### src/rtl/ps2_host_transmitter_pkg.sv
`default_nettype none
// ============================================================================
// ps2_host_transmitter_pkg : state encodings, keyboard command codes, defaults
// Rev 1.0
// ============================================================================
package ps2_host_transmitter_pkg;

    localparam logic [2:0] PS2TX_IDLE    = 3'd0;
    localparam logic [2:0] PS2TX_INHIBIT = 3'd1;
    localparam logic [2:0] PS2TX_REQ     = 3'd2;
    localparam logic [2:0] PS2TX_SHIFT   = 3'd3;
    localparam logic [2:0] PS2TX_ACK     = 3'd4;
    localparam logic [2:0] PS2TX_RECOVER = 3'd5;

    localparam logic [7:0] PS2_CMD_SET_LEDS = 8'hED;
    localparam logic [7:0] PS2_CMD_ECHO     = 8'hEE;
    localparam logic [7:0] PS2_CMD_RESET    = 8'hFF;

    localparam int PS2TX_DEF_INHIBIT_CYCLES = 2500;
    localparam int PS2TX_DEF_TIMEOUT_CYCLES = 375000;

    function automatic logic odd_parity(input logic [7:0] b);
        return ~^b;
    endfunction

endpackage
`default_nettype wire

### src/rtl/ps2_line_sync.sv
`default_nettype none
// ============================================================================
// ps2_line_sync : 2-FF synchronizers for PS/2 clock and data plus clock-fall detect
// Rev 1.0
// ============================================================================
module ps2_line_sync (
    input  logic clk,
    input  logic rst_n,
    input  logic ps2_clk_i,
    input  logic ps2_data_i,
    output logic ps2_clk_o,
    output logic ps2_data_o,
    output logic fall_o
);

    logic [1:0] clk_sync_q;
    logic [1:0] data_sync_q;
    logic       clk_prev_q;

    // Idle bus level is high, so resetting to 1 avoids a spurious fall.
    always_ff @(posedge clk or negedge rst_n) begin
        if (!rst_n) begin
            clk_sync_q  <= 2'b11;
            data_sync_q <= 2'b11;
            clk_prev_q  <= 1'b1;
        end else begin
            clk_sync_q  <= {clk_sync_q[0], ps2_clk_i};
            data_sync_q <= {data_sync_q[0], ps2_data_i};
            clk_prev_q  <= clk_sync_q[1];
        end
    end

    assign ps2_clk_o  = clk_sync_q[1];
    assign ps2_data_o = data_sync_q[1];
    assign fall_o     = clk_prev_q & ~clk_sync_q[1];

endmodule
`default_nettype wire

### src/rtl/ps2_host_transmitter.sv
`default_nettype none
// ============================================================================
// ps2_host_transmitter : PS/2 host-to-device command sender, open-drain pull-low
// enables. Optional device-clock watchdog: define PS2_TX_WATCHDOG_EN.  Rev 1.0
// ============================================================================
module ps2_host_transmitter
    import ps2_host_transmitter_pkg::*;
#(
    parameter int INHIBIT_CYCLES = PS2TX_DEF_INHIBIT_CYCLES,
    parameter int TIMEOUT_CYCLES = PS2TX_DEF_TIMEOUT_CYCLES
) (
    input  logic       clk,
    input  logic       rst_n,
    input  logic       iStart,
    input  logic [7:0] iData,
    input  logic       PS2_CLK,
    input  logic       PS2_DATA,
    output logic       oPS2_CLK_LOW,
    output logic       oPS2_DATA_LOW,
    output logic       oBusy,
    output logic       oDone,
    output logic       oAckError,
    output logic       oTimeout
);

    localparam int CNT_MAX = (INHIBIT_CYCLES > TIMEOUT_CYCLES) ? INHIBIT_CYCLES : TIMEOUT_CYCLES;
    localparam int CW      = $clog2(CNT_MAX + 1);

    logic          ps2_clk_s;
    logic          ps2_data_s;
    logic          dev_fall;

    logic [2:0]    state_q,    state_d;
    logic [9:0]    shift_q,    shift_d;
    logic [3:0]    bitcnt_q,   bitcnt_d;
    logic [CW-1:0] cyc_q,      cyc_d;
    logic          clk_low_q,  clk_low_d;
    logic          data_low_q, data_low_d;
    logic          busy_q,     busy_d;
    logic          done_q,     done_d;
    logic          ack_err_q,  ack_err_d;

    ps2_line_sync u_sync (
        .clk        (clk),
        .rst_n      (rst_n),
        .ps2_clk_i  (PS2_CLK),
        .ps2_data_i (PS2_DATA),
        .ps2_clk_o  (ps2_clk_s),
        .ps2_data_o (ps2_data_s),
        .fall_o     (dev_fall)
    );

`ifdef PS2_TX_WATCHDOG_EN
    logic timeout_q, timeout_d;
    logic wd_expired;

    assign wd_expired = (cyc_q == CW'(TIMEOUT_CYCLES - 1));
    assign oTimeout   = timeout_q;

    always_ff @(posedge clk or negedge rst_n) begin
        if (!rst_n) timeout_q <= 1'b0;
        else        timeout_q <= timeout_d;
    end
`else
    assign oTimeout = 1'b0;
`endif

    always_comb begin
        state_d    = state_q;
        shift_d    = shift_q;
        bitcnt_d   = bitcnt_q;
        cyc_d      = cyc_q;
        clk_low_d  = clk_low_q;
        data_low_d = data_low_q;
        busy_d     = busy_q;
        done_d     = 1'b0;
        ack_err_d  = ack_err_q;
`ifdef PS2_TX_WATCHDOG_EN
        timeout_d  = timeout_q;
`endif
        case (state_q)
            PS2TX_IDLE: begin
                if (iStart) begin
                    shift_d    = {1'b1, odd_parity(iData), iData};
                    bitcnt_d   = '0;
                    cyc_d      = '0;
                    ack_err_d  = 1'b0;
`ifdef PS2_TX_WATCHDOG_EN
                    timeout_d  = 1'b0;
`endif
                    clk_low_d  = 1'b1;
                    data_low_d = (INHIBIT_CYCLES <= 1);
                    busy_d     = 1'b1;
                    state_d    = PS2TX_INHIBIT;
                end
            end
            PS2TX_INHIBIT: begin
                cyc_d = cyc_q + 1'b1;
                // Start bit goes out during the last inhibit cycle
                if (cyc_q == CW'(INHIBIT_CYCLES - 2)) data_low_d = 1'b1;
                if (cyc_q == CW'(INHIBIT_CYCLES - 1)) begin
                    clk_low_d = 1'b0;
                    cyc_d     = '0;
                    state_d   = PS2TX_REQ;
                end
            end
            PS2TX_REQ, PS2TX_SHIFT: begin
                // First device fall in REQ already carries data bit 0
                if (dev_fall) begin
                    data_low_d = ~shift_q[0];
                    shift_d    = {1'b0, shift_q[9:1]};
                    bitcnt_d   = bitcnt_q + 1'b1;
                    state_d    = (bitcnt_q == 4'd9) ? PS2TX_ACK : PS2TX_SHIFT;
                end
            end
            PS2TX_ACK: begin
                if (dev_fall) begin
                    ack_err_d = ps2_data_s;
                    state_d   = PS2TX_RECOVER;
                end
            end
            PS2TX_RECOVER: begin
                if (ps2_clk_s && ps2_data_s) begin
                    done_d  = 1'b1;
                    busy_d  = 1'b0;
                    state_d = PS2TX_IDLE;
                end
            end
            default: state_d = PS2TX_IDLE;
        endcase
`ifdef PS2_TX_WATCHDOG_EN
        if (state_q == PS2TX_REQ || state_q == PS2TX_SHIFT || state_q == PS2TX_ACK) begin
            cyc_d = dev_fall ? '0 : cyc_q + 1'b1;
            if (wd_expired) begin
                clk_low_d  = 1'b0;
                data_low_d = 1'b0;
                timeout_d  = 1'b1;
                done_d     = 1'b1;
                busy_d     = 1'b0;
                cyc_d      = '0;
                state_d    = PS2TX_IDLE;
            end
        end
`endif
    end

    always_ff @(posedge clk or negedge rst_n) begin
        if (!rst_n) begin
            state_q    <= PS2TX_IDLE;
            shift_q    <= '0;
            bitcnt_q   <= '0;
            cyc_q      <= '0;
            clk_low_q  <= 1'b0;
            data_low_q <= 1'b0;
            busy_q     <= 1'b0;
            done_q     <= 1'b0;
            ack_err_q  <= 1'b0;
        end else begin
            state_q    <= state_d;
            shift_q    <= shift_d;
            bitcnt_q   <= bitcnt_d;
            cyc_q      <= cyc_d;
            clk_low_q  <= clk_low_d;
            data_low_q <= data_low_d;
            busy_q     <= busy_d;
            done_q     <= done_d;
            ack_err_q  <= ack_err_d;
        end
    end

    assign oPS2_CLK_LOW  = clk_low_q;
    assign oPS2_DATA_LOW = data_low_q;
    assign oBusy         = busy_q;
    assign oDone         = done_q;
    assign oAckError     = ack_err_q;

endmodule
`default_nettype wire

### config.mk
export PLATFORM = sky130hd
export DESIGN_NAME = ps2_host_transmitter
export DESIGN_NICKNAME = d
export VERILOG_FILES = /design/src/rtl/ps2_host_transmitter_pkg.sv /design/src/rtl/ps2_line_sync.sv /design/src/rtl/ps2_host_transmitter.sv
export SDC_FILE = /design/constraint.sdc
export NUM_CORES = 1
export LEC_CHECK = 0
export BUFFER_PORTS_ARGS = -buffer_cell sky130_fd_sc_hd__buf_2
export CAP_MARGIN = 15
export CORE_MARGIN = 3
export CORE_UTILIZATION = 30
export CTS_BUF_LIST = sky130_fd_sc_hd__clkbuf_16
export DETAILED_ROUTE_END_ITERATION = 6
export PLACE_DENSITY = 0.5
export SETUP_SLACK_MARGIN = 0.4
export SLEW_MARGIN = 0
export SYNTH_ARGS = -nofsm -noshare
export SYNTH_HDL_FRONTEND = slang
export SYNTH_SLANG_ARGS = --single-unit
### constraint.sdc
create_clock -name clk -period 2.1 [get_ports clk]
set_clock_uncertainty 0.15 [all_clocks]
set_input_delay 0.42 -clock clk [delete_from_list [all_inputs] [get_ports clk]]
set_output_delay 0.42 -clock clk [all_outputs]
set_load 0.05 [all_outputs]
==> impl_metrics.json <==
{
  "synth_top_cell_by_area": "dfrtp_1",
  "worst_ep_required_time_ns": 2.12,
  "startpoint_type": "flop",
  "initial_utilization_pct": 31.2,
  "maxCapViolations": 0,
  "dp_hpwl_um": 3800,
  "routabilityCongestion": 0.795,
  "cts_root_buffer": "clkbuf_16",
  "ir_drop_mv": 0.336,
  "vias": 2004,
  "synth_seq_area_share_pct": 47.5,
  "p_seq_share_pct": 51.5,
  "insertion_delay_ns": 0.29,
  "syn-num-nets": 275,
  "pwr-share-comb_pct": 5.0,
  "core_sq_mm": 0.00781,
  "cts_tree": "done",
  "numPortBuffers": 17,
  "io_pins": 19,
  "post_drt_wl_per_cell_um": 13.1,
  "std_cell_rows": 32,
  "synthTopCellsByCount": "dfrtp_1 (41), nand2_1 (34), a21oi_1 (19)",
  "fin_util_pct": 40.0,
  "period_share_pct": 103,
  "powerDensity_mw_per_mm2": 571,
  "drtPass1Iterations": 4,
  "async_reset_ff_share_pct": 100,
  "ant_nets": 0,
  "postSynthCellCount": 258,
  "worstMarginPinSlew_ns": 0.544,
  "critPathCaptureType": "flop",
  "grt_pass1_vias": 2025,
  "synthToLayoutAreaGrowth_pct": 28.4,
  "numCtsBuffers": 5,
  "power_frac_clock_pct": 43.4,
  "final_net_count": 321,
  "period_needed_ns": 2.16,
  "vias_per_cell": 4.92,
  "grtUsageTotal_pct": 13.0,
  "hold_violations": 0,
  "die_x_um": 96.1,
  "pre_cts_ws_ns": -0.106,
  "chipHeight_um": 96.1,
  "grt_max_degree": 33,
  "ys_warn_count": 0,
  "route.detailed.drc": 0,
  "path_cells": "or4b_4 > nor4_4 > buf_4 > nand3_4 > o21a_1 > a211o_1",
  "max-slew-margin-rel_pct": 63.7,
  "crit_fanout": 3,
  "cpPeakStageDelay_ns": 0.55,
  "finalWirelength_um": 5350,
  "status": "complete, but fails checks",
  "grt-ovfl-total": 0,
  "max_freq_mhz": 462,
  "clock_sinks": 46,
  "slowest_stage": "or4b_4",
  "yosys.area.top_type_share_pct": 42.1,
  "die_area_sq_mm": 0.00923,
  "grt_first_pass_wirelength_um": 9590,
  "ys_ff_latch": 46,
  "antenna_cells_inserted": 0,
  "drt_iter0_markers": 52,
  "synthFlopType": "dfrtp_1",
  "path_clk_slew_ns": 0.06,
  "drive_gt1_share_pct": 29.2,
  "yosys-top-cells-area": "dfrtp_1 (42%), mux2i_1 (6.6%), dfstp_2 (5.4%), nand2_1 (5.2%), a21oi_1 (3.9%)",
  "worst_hold_slack_ns": 0.0762,
  "synthesis.area_sq_mm": 0.00243,
  "cts_buffer_depth": 2,
  "synth.most_common_cell": "dfrtp_1",
  "yosysUniqueCellTypes": 48,
  "power_mw": 1.79,
  "arrival_ns": 2.19,
  "power_leakage_nw": 1.32,
  "synth_edf_count": 0,
  "rsz0062_at_grt": "true",
  "grt_antenna_before_repair": 0,
  "violations": "setup timing",
  "path_class": "flop to flop",
  "setup_slack_ns": -0.0637,
  "setup_viol": 1,
  "power.switching_uw": 399,
  "finalSetupTns_ns": -0.0637,
  "syn_area_per_cell_sq_um": 9.44,
  "h-tree-depth": 2,
  "drv_slew": 0,
  "switching_share_pct": 22.4,
  "min_path_type": "primary input to flop",
  "internal-power_mw": 1.39
}
## stage by stage
step	area (sq um)	instances
after floorplan	2450	258
after global placement	2830	391
after detailed placement	2830	391
after CTS	3070	405
after global routing	3130	407
final	3130	407
## logic make-up (layout without fill, tap and decap cells)
logic type      count (synthesis)  count (layout)  synth area share [%]
compound gates                 57              57                  13.7
fa+ha+maj                       4               4                  2.06
mux                            16              16                  6.58
xor+xnor                        9               9                  3.24
flops                          46              46                  47.5
buf+inv                        25              72                  4.37
other cells                     1               1                 0.154
simple gates                  100             100                  22.4
## repair_timing
item,4_1_cts,5_1_grt
hold buffers,1,0
setup buffers,5,2
gates resized for setup,10,12
pin swaps,6,5
setup endpoints to repair,36,37
hold endpoints to repair,14,0
## layout by cell type (no fill, tap or decap), types with 2 or more instances in the layout
master / count
o21ai_1: 7
inv_1: 13
buf_12: 2
a21oi_2: 12
nand2b_1: 2
a21oi_1: 6
o22ai_1: 4
xnor2_1: 6
mux2i_1: 16
ha_1: 4
and3_1: 2
and4_1: 3
a21o_1: 2
nand3_1: 18
nor3_1: 5
dfrtp_1: 41
dfstp_2: 5
clkbuf_16: 5
buf_4: 31
buf_2: 17
nand3b_1: 4
or3_1: 2
nor2_1: 6
nand2_1: 33
nand4_1: 11
o21ai_0: 13
xor2_1: 3
## path summary, 6_finish.rpt
| path | start | to | slack (ns) | depth (start not counted) |
|---|---|---|---|---|
| worst max-delay path | cyc_q[2] | state_q[0] | -0.06 | 6 |
| worst min-delay path | PS2_DATA | u_sync.data_sync_q[0] | 0.08 | 1 |
| worst max register to register | cyc_q[2] | state_q[0] | -0.06 | 6 |
| worst min register to register | u_sync.clk_sync_q[0] | u_sync.clk_sync_q[1] | 0.21 | 0 |
| max in group asynchronous | rst_n | u_sync.clk_sync_q[0] | 0.79 | 3 |
| min in group asynchronous | rst_n | cyc_q[15] | 0.43 | 2 |
## layout make-up
cell class	count	area [sq um]
Clock buffer	5	125
Fill cell	775	4680
Inverter	12	45.0
Multi-Input combinational cell	187	1270
Clock inverter	3	17.5
Sequential cell	46	1160
Tap cell	102	128
Timing Repair Buffer	52	379
## registers in the layout, summed over array words and instances (netlist names)
register	flops
u_sync.clk_sync_q	2
cyc_q	19
oBusy	1
oDone	1
u_sync.clk_prev_q	1
oPS2_DATA_LOW	1
bitcnt_q	4
oAckError	1
shift_q	10
u_sync.data_sync_q	2
oPS2_CLK_LOW	1
state_q	3
## power by group through the flow
| stage | logic [mW] | registers (mW) | clock network (mW) |
|---|---|---|---|
| final | 0.0895 | 0.921 | 0.776 |
| after global routing | 0.104 | 0.924 | 0.847 |
| after CTS | 0.0932 | 0.921 | 0.807 |
| after detailed placement | 0.0909 | 0.937 | 0 |
| after global placement | 0.0902 | 0.937 | 0 |
| after floorplan | 0.0477 | 0.934 | 0 |
## routing by layer
metal,vias up,part of all wire (%),track usage [%]
li1,1013,-,-
met1,959,47,17.1
met2,25,49,22.1
met3,7,3.1,2.58
met4,0,0.73,2.84
met5,-,0,0
## critical path: cells and delay by family, from the launching register on
kind / cells / cell delay, ns
and+or+nand+nor: 3 / 0.95
AOI/OAI and AO/OA: 2 / 0.40
DFF: 1 / 0.38
buffers and inverters: 1 / 0.19
Power figures use the tool's default switching activity.
